File: src/rtl/pool_sequencer.sv
// Sequential max-pooling engine: walks each pooling tile through a 1-cycle read port and writes one max per tile.
// Build option POOL_SIGNED_EN: two's-complement compare, tile max starts at the signed minimum.
module pool_sequencer #(
  parameter int NUM_FEATURES           = 10,
  parameter int CONVOLUTION_HEIGHT     = 10,
  parameter int CONVOLUTION_WIDTH      = 10,
  parameter int POOLING_STRIDE         = 2,
  parameter int CONVOLUTION_DATA_WIDTH = 8,
  parameter int POOLED_HEIGHT          = (CONVOLUTION_HEIGHT + POOLING_STRIDE - 1) / POOLING_STRIDE,
  parameter int POOLED_WIDTH           = (CONVOLUTION_WIDTH + POOLING_STRIDE - 1) / POOLING_STRIDE,
  localparam int FW  = (NUM_FEATURES > 1) ? $clog2(NUM_FEATURES) : 1,
  localparam int RW  = (CONVOLUTION_HEIGHT > 1) ? $clog2(CONVOLUTION_HEIGHT) : 1,
  localparam int CW  = (CONVOLUTION_WIDTH > 1) ? $clog2(CONVOLUTION_WIDTH) : 1,
  localparam int PRW = (POOLED_HEIGHT > 1) ? $clog2(POOLED_HEIGHT) : 1,
  localparam int PCW = (POOLED_WIDTH > 1) ? $clog2(POOLED_WIDTH) : 1,
  localparam int DW  = CONVOLUTION_DATA_WIDTH
) (
  input  logic           clk,
  input  logic           reset_n,
  input  logic           pool_start,
  output logic           pool_busy,
  output logic           pool_done,
  output logic           rd_en,
  output logic [FW-1:0]  rd_feature,
  output logic [RW-1:0]  rd_row,
  output logic [CW-1:0]  rd_col,
  input  logic [DW-1:0]  rd_data,
  output logic           wr_valid,
  input  logic           wr_ready,
  output logic [FW-1:0]  wr_feature,
  output logic [PRW-1:0] wr_row,
  output logic [PCW-1:0] wr_col,
  output logic [DW-1:0]  wr_data
);

  localparam int TW = (POOLING_STRIDE > 1) ? $clog2(POOLING_STRIDE) : 1;
  localparam logic [FW-1:0]  F_LAST  = FW'(NUM_FEATURES - 1);
  localparam logic [PRW-1:0] PR_LAST = PRW'(POOLED_HEIGHT - 1);
  localparam logic [PCW-1:0] PC_LAST = PCW'(POOLED_WIDTH - 1);
`ifdef POOL_SIGNED_EN
  localparam logic [DW-1:0] MAX_INIT = {1'b1, {(DW-1){1'b0}}};
`else
  localparam logic [DW-1:0] MAX_INIT = '0;
`endif

  typedef enum logic [2:0] {S_IDLE, S_READ, S_DRAIN, S_WRITE, S_DONE} state_t;

  state_t           state_q;
  logic [FW-1:0]    feat_q;
  logic [PRW-1:0]   prow_q;
  logic [PCW-1:0]   pcol_q;
  logic [TW-1:0]    trow_q, tcol_q;
  logic [DW-1:0]    max_q;
  logic             rd_vld_q;
  logic             busy_q, done_q, rd_en_q, wr_valid_q;
  logic [FW-1:0]    rd_feature_q, wr_feature_q;
  logic [RW-1:0]    rd_row_q;
  logic [CW-1:0]    rd_col_q;
  logic [PRW-1:0]   wr_row_q;
  logic [PCW-1:0]   wr_col_q;
  logic [DW-1:0]    wr_data_q;

  logic [31:0]      tile_r0, tile_c0, tile_h, tile_w, next_r0, next_c0;
  logic             col_wrap, row_end, last_elem;
  logic             pc_last, pr_last, f_last, last_tile;
  logic [TW-1:0]    trow_d, tcol_d;
  logic [PCW-1:0]   pcol_d;
  logic [PRW-1:0]   prow_d;
  logic [FW-1:0]    feat_d;
  logic [DW-1:0]    max_d;

  function automatic logic [DW-1:0] pool_max(input logic [DW-1:0] held, input logic [DW-1:0] cand);
`ifdef POOL_SIGNED_EN
    return ($signed(cand) > $signed(held)) ? cand : held;
`else
    return (cand > held) ? cand : held;
`endif
  endfunction

  // Tile geometry clipped to the map so edge tiles only visit in-bounds elements
  always_comb begin
    tile_r0   = 32'(prow_q) * 32'(POOLING_STRIDE);
    tile_c0   = 32'(pcol_q) * 32'(POOLING_STRIDE);
    tile_h    = (32'(CONVOLUTION_HEIGHT) - tile_r0 < 32'(POOLING_STRIDE)) ?
                (32'(CONVOLUTION_HEIGHT) - tile_r0) : 32'(POOLING_STRIDE);
    tile_w    = (32'(CONVOLUTION_WIDTH) - tile_c0 < 32'(POOLING_STRIDE)) ?
                (32'(CONVOLUTION_WIDTH) - tile_c0) : 32'(POOLING_STRIDE);
    col_wrap  = (32'(tcol_q) + 32'd1 >= tile_w);
    row_end   = (32'(trow_q) + 32'd1 >= tile_h);
    last_elem = col_wrap && row_end;
    trow_d    = col_wrap ? trow_q + 1'b1 : trow_q;
    tcol_d    = col_wrap ? '0 : tcol_q + 1'b1;

    pc_last   = (pcol_q == PC_LAST);
    pr_last   = (prow_q == PR_LAST);
    f_last    = (feat_q == F_LAST);
    last_tile = pc_last && pr_last && f_last;
    pcol_d    = pc_last ? '0 : pcol_q + 1'b1;
    prow_d    = pc_last ? (pr_last ? '0 : prow_q + 1'b1) : prow_q;
    feat_d    = (pc_last && pr_last) ? feat_q + 1'b1 : feat_q;
    next_r0   = 32'(prow_d) * 32'(POOLING_STRIDE);
    next_c0   = 32'(pcol_d) * 32'(POOLING_STRIDE);

    max_d     = rd_vld_q ? pool_max(max_q, rd_data) : max_q;
  end

  always_ff @(posedge clk or negedge reset_n) begin
    if (!reset_n) begin
      state_q      <= S_IDLE;
      feat_q       <= '0;
      prow_q       <= '0;
      pcol_q       <= '0;
      trow_q       <= '0;
      tcol_q       <= '0;
      max_q        <= '0;
      rd_vld_q     <= 1'b0;
      busy_q       <= 1'b0;
      done_q       <= 1'b0;
      rd_en_q      <= 1'b0;
      wr_valid_q   <= 1'b0;
      rd_feature_q <= '0;
      rd_row_q     <= '0;
      rd_col_q     <= '0;
      wr_feature_q <= '0;
      wr_row_q     <= '0;
      wr_col_q     <= '0;
      wr_data_q    <= '0;
    end else begin
      rd_vld_q <= rd_en_q;
      max_q    <= max_d;
      done_q   <= 1'b0;
      case (state_q)
        S_IDLE: begin
          if (pool_start) begin
            state_q      <= S_READ;
            busy_q       <= 1'b1;
            feat_q       <= '0;
            prow_q       <= '0;
            pcol_q       <= '0;
            trow_q       <= '0;
            tcol_q       <= '0;
            max_q        <= MAX_INIT;
            rd_en_q      <= 1'b1;
            rd_feature_q <= '0;
            rd_row_q     <= '0;
            rd_col_q     <= '0;
          end
        end
        S_READ: begin
          if (last_elem) begin
            state_q <= S_DRAIN;
            rd_en_q <= 1'b0;
          end else begin
            trow_q   <= trow_d;
            tcol_q   <= tcol_d;
            rd_row_q <= RW'(tile_r0 + 32'(trow_d));
            rd_col_q <= CW'(tile_c0 + 32'(tcol_d));
          end
        end
        // Last read data lands this cycle; the folded max is what gets written
        S_DRAIN: begin
          state_q      <= S_WRITE;
          wr_valid_q   <= 1'b1;
          wr_feature_q <= feat_q;
          wr_row_q     <= prow_q;
          wr_col_q     <= pcol_q;
          wr_data_q    <= max_d;
        end
        S_WRITE: begin
          if (wr_ready) begin
            wr_valid_q <= 1'b0;
            if (last_tile) begin
              state_q <= S_DONE;
              done_q  <= 1'b1;
            end else begin
              state_q      <= S_READ;
              feat_q       <= feat_d;
              prow_q       <= prow_d;
              pcol_q       <= pcol_d;
              trow_q       <= '0;
              tcol_q       <= '0;
              max_q        <= MAX_INIT;
              rd_en_q      <= 1'b1;
              rd_feature_q <= feat_d;
              rd_row_q     <= RW'(next_r0);
              rd_col_q     <= CW'(next_c0);
            end
          end
        end
        S_DONE: begin
          state_q <= S_IDLE;
          busy_q  <= 1'b0;
        end
        default: begin
          state_q <= S_IDLE;
          busy_q  <= 1'b0;
        end
      endcase
    end
  end

  assign pool_busy  = busy_q;
  assign pool_done  = done_q;
  assign rd_en      = rd_en_q;
  assign rd_feature = rd_feature_q;
  assign rd_row     = rd_row_q;
  assign rd_col     = rd_col_q;
  assign wr_valid   = wr_valid_q;
  assign wr_feature = wr_feature_q;
  assign wr_row     = wr_row_q;
  assign wr_col     = wr_col_q;
  assign wr_data    = wr_data_q;

endmodule
File: config.mk
export PLATFORM = sky130hd
export DESIGN_NAME = pool_sequencer
export DESIGN_NICKNAME = d
export VERILOG_FILES = /design/src/rtl/pool_sequencer.sv
export SDC_FILE = /design/constraint.sdc
export NUM_CORES = 1
export LEC_CHECK = 0
export ABC_AREA = 1
export CELL_PAD_IN_SITES_DETAIL_PLACEMENT = 1
export CELL_PAD_IN_SITES_GLOBAL_PLACEMENT = 1
export CORE_AREA = 2 2 88 90
export CTS_BUF_LIST = sky130_fd_sc_hd__clkbuf_16
export DETAILED_ROUTE_END_ITERATION = 10
export DIE_AREA = 0 0 90 92
export PLACE_DENSITY = 0.86
export SYNTH_ARGS = -nofsm -noshare
export SYNTH_HDL_FRONTEND = slang
export SYNTH_SLANG_ARGS = --single-unit
File: constraint.sdc
create_clock -name clk -period 2.12 [get_ports clk]
set_input_delay 0.424 -clock clk [delete_from_list [all_inputs] [get_ports clk]]
set_output_delay 0.424 -clock clk [all_outputs]
set_load 0.05 [all_outputs]
==> results of run 1 <==
==> stage by stage <==
step | worst slack [ns] | cells | util (%) | hold WS [ns] | setup TNS, ns
after floorplan | 0.392 | 352 | - | 0.128 | 0
after global placement | -0.0138 | 500 | 46.5 | 0.399 | -0.0138
after detailed placement | -0.0764 | 500 | 46.5 | 0.390 | -0.854
after CTS | 0.0717 | 508 | 48.4 | 0.101 | 0
after global routing | 0.0256 | 508 | 48.4 | 0.124 | 0
final | 0.0727 | 508 | 48.4 | 0.0913 | 0
==> power groups by stage <==
| stage | combinational, mW | sequential (mW) | clock (mW) |
|---|---|---|---|
| after floorplan | 1.36 | 2.12 | 0 |
| after global placement | 2.69 | 1.54 | 0 |
| after detailed placement | 2.80 | 1.56 | 0 |
| after CTS | 2.82 | 1.54 | 0.801 |
| after global routing | 3.09 | 1.58 | 0.840 |
| final | 2.79 | 1.54 | 0.777 |
==> layout by cell type, fill, tap and decap left out, types with 3 or more instances in the layout <==
cell | synthesis | routed
nand2_2 | 8 | 8
inv_1 | 42 | 43
nand3_1 | 34 | 34
o211ai_1 | 3 | 3
o21ai_1 | 13 | 13
clkbuf_16 | 0 | 5
o21ai_0 | 17 | 17
ha_1 | 19 | 19
inv_2 | 3 | 3
buf_4 | 0 | 4
dfrtp_1 | 54 | 54
clkdlybuf4s50_1 | 0 | 44
nand2_1 | 111 | 111
nand2_4 | 5 | 5
nor2_1 | 23 | 23
==> per-layer routing <==
metal,GRT usage (%),vias up
met1,23.5,1190
li1,-,1209
met5,0,-
met3,3.53,7
met4,5.13,0
met2,32.9,43
==> layout make-up <==
class / count / share of cell area (%)
repair buffers: 50 / 13.8
multi-input cells: 246 / 36.1
clock inverters: 3 / 0.347
flip-flops and latches: 54 / 37.5
inverters: 48 / 5.28
clock buffers: 5 / 3.47
well taps: 102 / 3.54
==> registers in the layout, indices dropped and copies added (netlist names) <==
signal      cells
rd_vld_q        1
state_q         3
wr_data         8
rd_feature      4
wr_col          3
rd_en           1
wr_row          3
tcol_q          1
pool_done       1
rd_row          4
pool_busy       1
wr_feature      4
trow_q          1
pcol_q          3
prow_q          3
rd_col          4
max_q           8
wr_valid        1
==> kinds of logic (layout without fill, tap and decap cells) <==
family | Yosys count | in the layout | share of synthesized area, %
AOI/OAI and AO/OA | 37 | 37 | 7.02
DFF | 54 | 54 | 47.1
adders and majority gates | 19 | 19 | 8.29
buffers and inverters | 52 | 106 | 7.55
xor gates and xnor gates | 2 | 2 | 0.611
and+or+nand+nor | 188 | 188 | 29.4
==> how the worst min path moves through the flow <==
stage / start / endpoint / depth (start not counted)
after floorplan: reset_n / max_q[0] / 0
after global placement: reset_n / wr_data[5] / 1
after detailed placement: rd_en / rd_vld_q / 0
after CTS: reset_n / state_q[1] / 1
after global routing: reset_n / wr_feature[2] / 1
final: reset_n / wr_data[6] / 1
==> metrics.md, run 1 <==
| Metric | Value |
|---|---|
| Hold-fix buffers, CTS | `0` |
| Vias/cell | `4.82` |
| Post_cts resized | `0` |
| Area grow syn2layout | `25.6%` |
| Status | `completed` |
| Most frequent cell after synthesis | `nand2_1` |
| Max clock buf depth | `2` |
| H-Tree Depth | `2` |
| Maximum clock rate | `0.488 GHz` |
| Number of max-cap violations | `0` |
| Register area | `0.00135 mm²` |
| Routed wire length | `7180 µm` |
| Top layer in use | `met4` |
| Final Cell Area | `0.00360 mm²` |
| TritonCTS Sinks | `54` |
| Top cell type's share of synthesized area | `47.1%` |
| Max VDD drop | `592 µV` |
| Detailed Place HPWL | `5440 µm` |
| Clock share of power | `15.2%` |
| Die Y | `92 µm` |
| Worst skew pair latency | `0.29 ns` |
| Multi-input gate area | `0.00130 mm²` |
| Post-route DRC | `0` |
| Main area contributors after synthesis | `dfrtp_1 (47%), nand2_1 (15%), ha_1 (8.3%)` |
| Worst Hold Class | `input port to async pin` |
| Largest area contributor in the netlist | `dfrtp_1` |
| Beginning of the critical path | `rd_feature[0]` |
| Fin nets | `436` |
| First-pass GRT wire length | `12600 µm` |
| Final Power | `5.10 mW` |
| Diodes inserted | `0` |
| Top-level port count | `46` |
| Net Sw Frac | `48.5%` |
| CTS tree | `yes` |
| Crit Path Max Fanout | `7` |
| Internal power | `2.63 mW` |
| Cell area after synthesis | `0.00287 mm²` |
| Initial Util | `38.5%` |
| Met3 WL | `218 µm` |
| WL met2 | `3630 µm` |
| Syn nets | `383` |
| Routability cong. | `0.856` |
| Worst Path Arrival | `1.62 ns` |
| Crit Path Class | `register to output port` |
| R2r endpoint | `rd_feature[0]` |
| Initial antenna violation count | `0` |
| Met1 WL | `3240 µm` |
| Flops & latches, synth | `54` |
| Mapped Avg Cell Area | `8.15 µm²` |
| Number of synthesized flops with an enable pin | `0` |
| Via count | `2449` |
| Post-Synthesis Cells | `352` |
| Reg2reg path depth | `12` |
| Critical Path End | `rd_feature[0]` |
| Crit path required time | `1.70 ns` |
| Die W | `90 µm` |
| PD cells | `1420 mW/mm²` |
| # fillers | `929` |
| Total global-route track usage | `18.7%` |
| # setup viols final | `0` |
| Main synth FF type | `dfrtp_1` |
| Flop pwr share | `30.1%` |
| RSZ-0062 raised after global routing | `no` |
| Largest net degree at the start of global routing | `36` |
| Clk slew on worst S/H paths | `0.07 ns` |
| Port Buffer Count | `45` |
| CP delay by family, top | `buffers and inverters` |
| Root Buffer Master | `clkbuf_16` |
| Crit path cell chain | `clkdlybuf4s50_1` |
| Num CTS Buffers | `5` |
| Tmin final | `2.05 ns` |
| Post-place instance area | `0.00346 mm²` |
| Flop-to-flop setup slack | `0.25 ns` |
| Unique cell type count in the Yosys netlist | `27` |
| CP Capture Type | `output port` |
| FP Rows | `32` |
| Measured slew at the worst slew-check pin | `0.536 ns` |
| WL/cell | `14.1 µm` |
| Antenna Violating Nets Remaining | `0` |
| Comb pwr share | `54.6%` |
| Layout cells sized above 1 | `9.36%` |
| Async S/R FF share, synth | `100%` |
| Worst path depth | `1` |
| Layout Skew | `0.00653 ns` |
| Slew Limit Fails | `0` |
| Sequential-to-total area share from yosys stat | `47.1%` |
| Crit start category | `register` |
| Top cells by count, synth | `nand2_1 (111), dfrtp_1 (54), inv_1 (42)` |
| GRT Residual Overflow | `0` |
| Yosys warns | `0` |
| Reg-to-reg startpoint | `pcol_q[1]` |
| WP buf/inv | `1` |
| Core region area | `0.00745 mm²` |
| Slowest library cell on the worst path | `clkdlybuf4s50_1` |
| Final hold viol count | `0` |
| DRT iter0 DRCs | `79` |
| Crit share post-route | `96.6%` |
| Net switching power figure | `2.47 mW` |
| Pleak | `1.82 nW` |
| DIE AREA | `0.00828 mm²` |
| Vias in the first global route | `2650` |
| TritonRoute pass-1 iters | `4` |
| CP max stage delay | `0.85 ns` |
| Rel. slew slack | `64.1%` |
| Number of setup buffers added after CTS | `0` |
Note: power is estimated with default switching activity, not from simulation.
==> inputs of run 2 (changes only) <==
Settings changed: CORE_AREA 2 2 88 90 to 2 2 75 106, DIE_AREA 0 0 90 92 to 0 0 77 108, GPL_ROUTABILITY_DRIVEN set to 1, PLACE_DENSITY 0.86 to 0.85.
Clock period 2.12 ns to 2.3 ns, I/O delays scaled along.
==> run 2 against run 1 <==
  * Flip-flop and latch count stayed put
  * Non-clock buffer count down 1
  * Clock skew decreased by 0.0038 ns
  * Critical endpoint is now rd_feature[2]
  * Largest power group unchanged
==> metrics.md, run 2 (synthesis results as in run 1) <==
| Metric | Value |
|---|---|
| Status | `completed` |
| Die W | `77 µm (-14%)` |
| Rel. slew slack | `63.6% (-0.56 points)` |
| Max clock buf depth | `2 (unchanged)` |
| Routability cong. | `0.774 (-9.5%)` |
| Final Cell Area | `0.00359 mm² (-0.45%)` |
| CP delay by family, top | `buffers and inverters` |
| Num CTS Buffers | `5 (unchanged)` |
| Met3 WL | `186 µm (-15%)` |
| Largest net degree at the start of global routing | `33 (-8.3%)` |
| Post-place instance area | `0.00345 mm² (-0.40%)` |
| Fin nets | `435 (-0.23%)` |
| Worst skew pair latency | `0.29 ns (about the same)` |
| Die Y | `108 µm (+17%)` |
| Layout Skew | `0.00273 ns (-0.00380 ns)` |
| Core region area | `0.00731 mm² (-1.8%)` |
| Antenna Violating Nets Remaining | `0 (unchanged)` |
| DIE AREA | `0.00832 mm² (+0.43%)` |
| CTS tree | `yes` |
| Top layer in use | `met4` |
| Total global-route track usage | `19.0% (+0.30 points)` |
| Slowest library cell on the worst path | `clkdlybuf4s50_1` |
| Routed wire length | `7300 µm (+1.7%)` |
| Layout cells sized above 1 | `9.41% (+0.046 points)` |
| Final hold viol count | `0 (unchanged)` |
| Flop-to-flop setup slack | `0.41 ns (+0.16 ns)` |
| WP buf/inv | `1 (unchanged)` |
| Number of setup buffers added after CTS | `0 (unchanged)` |
| Layout Utilization | `49.0% (+0.65 points)` |
| R2r endpoint | `rd_feature[0]` |
| CP Capture Type | `output port` |
| Crit Path Class | `register to output port` |
| Hold-fix buffers, CTS | `0 (unchanged)` |
| Crit Path Max Fanout | `6 (-1)` |
| Measured slew at the worst slew-check pin | `0.546 ns (+0.0101 ns)` |
| Worst hold slack | `0.146 ns (+0.0548 ns)` |
| WL met2 | `4160 µm (+15%)` |
| Post-Layout Cell Count | `501 (-1.4%)` |
| Max VDD drop | `725 µV (+22%)` |
| Detailed Place HPWL | `5710 µm (+5.0%)` |
| Port Buffer Count | `45 (unchanged)` |
| RSZ-0062 raised after global routing | `no` |
| WL/cell | `14.6 µm (+3.1%)` |
| First-pass GRT wire length | `12600 µm (-0.49%)` |
| TritonRoute pass-1 iters | `4 (unchanged)` |
| Number of max-cap violations | `0 (unchanged)` |
| TritonCTS Sinks | `54 (unchanged)` |
| Tmin final | `2.08 ns` |
| Root Buffer Master | `clkbuf_16` |
| Post-route DRC | `0 (unchanged)` |
| Inst Count DP | `494 (-1.2%)` |
| Worst Hold Class | `input port to async pin` |
| Diodes inserted | `0 (unchanged)` |
| Crit path required time | `1.84 ns (+0.14 ns)` |
| Reg-to-reg startpoint | `pcol_q[1]` |
| FP Rows | `37 (+16%)` |
| # setup viols final | `0 (unchanged)` |
| Worst Path Arrival | `1.62 ns (about the same)` |
| PD cells | `1300 mW/mm² (-8.0%)` |
| Met1 WL | `2820 µm (-13%)` |
| Area grow syn2layout | `25.0%` |
| Via count | `2501 (+2.1%)` |
| Commonest non-fill, non-tap cells in the layout | `nand2_1 (111), dfrtp_1 (54), clkdlybuf4s50_1 (44)` |
| Crit share post-route | `90.2%` |
| Maximum clock rate | `0.482 GHz` |
| Initial Util | `39.2% (+0.70 points)` |
| Crit path cell chain | `clkdlybuf4s50_1` |
| Reg2reg path depth | `12 (unchanged)` |
| DRT iter0 DRCs | `41 (-48%)` |
| Initial antenna violation count | `0 (unchanged)` |
| Commonest non-fill, non-tap cell in the layout | `nand2_1` |
| Top-level port count | `46 (unchanged)` |
| Post_cts resized | `0 (unchanged)` |
| H-Tree Depth | `2 (unchanged)` |
| Sum Neg Setup Slack | `0 ns (unchanged)` |
| GRT Residual Overflow | `0 (unchanged)` |
| Crit start category | `register` |
| Vias/cell | `4.99 (+3.6%)` |
| Slew Limit Fails | `0 (unchanged)` |
| Clk slew on worst S/H paths | `0.07 ns (about the same)` |
| Vias in the first global route | `2695 (+1.7%)` |
| Pleak | `1.81 nW (-0.40%)` |
| CP max stage delay | `0.85 ns (about the same)` |
==> run 2: changes by cell type in the layout (fill, tap and decap cells not counted) <==
| cell | before | now |
|---|---|---|
| buf_4 | 4 | 3 |
| clkinv_1 | 1 | 0 |
| clkinv_2 | 1 | 2 |
| inv_1 | 43 | 42 |
==> run 2: per-layer routing <==
layer / vias up / track usage, %
met5: - / 0
met4: 0 / 5.74
met3: 11 / 2.67
met2: 40 / 38.0
met1: 1242 / 20.4
li1: 1208 / -
==> run 2: area by class of cell <==
class | instances | area, µm²
inverter | 48 | 190
sequential | 54 | 1350
timing repair buffer | 49 | 488
tap | 97 | 121
clock inverter | 2 | 10.0
clock buffer | 5 | 125
fill | 909 | 3730
multi-input combinational | 246 | 1300
==> run 2: power breakdown <==
group	total (mW)	internal (mW)	switching [mW]	leakage [nW]
combinational	2.53	0.781	1.75	1.04
clock	0.719	0.394	0.325	0.0694
sequential	1.42	1.24	0.179	0.702
total	4.67	2.41	2.26	1.81
==> run 2: through the flow <==
step / power (mW) / worst slack, ns
final: 4.67 / 0.225
after global routing: 5.05 / 0.139
after CTS: 4.75 / 0.211
after detailed placement: 4.00 / 0.0244
after global placement: 3.89 / 0.146
after floorplan: 3.21 / 0.572
==> run 2: how the worst max path moves through the flow <==
| stage | endpoint | slack, ns | startpoint | cells past startpoint |
|---|---|---|---|---|
| after floorplan | rd_feature[0] | 0.57 | rd_feature[1] | 12 |
| after global placement | wr_data[2] | 0.15 | rd_data[5] | 10 |
| after detailed placement | wr_data[7] | 0.02 | rd_data[7] | 9 |
| after CTS | rd_feature[0] | 0.21 | rd_feature[0] | 1 |
| after global routing | rd_col[3] | 0.14 | pcol_q[1] | 11 |
| final | rd_feature[2] | 0.22 | rd_feature[2] | 1 |
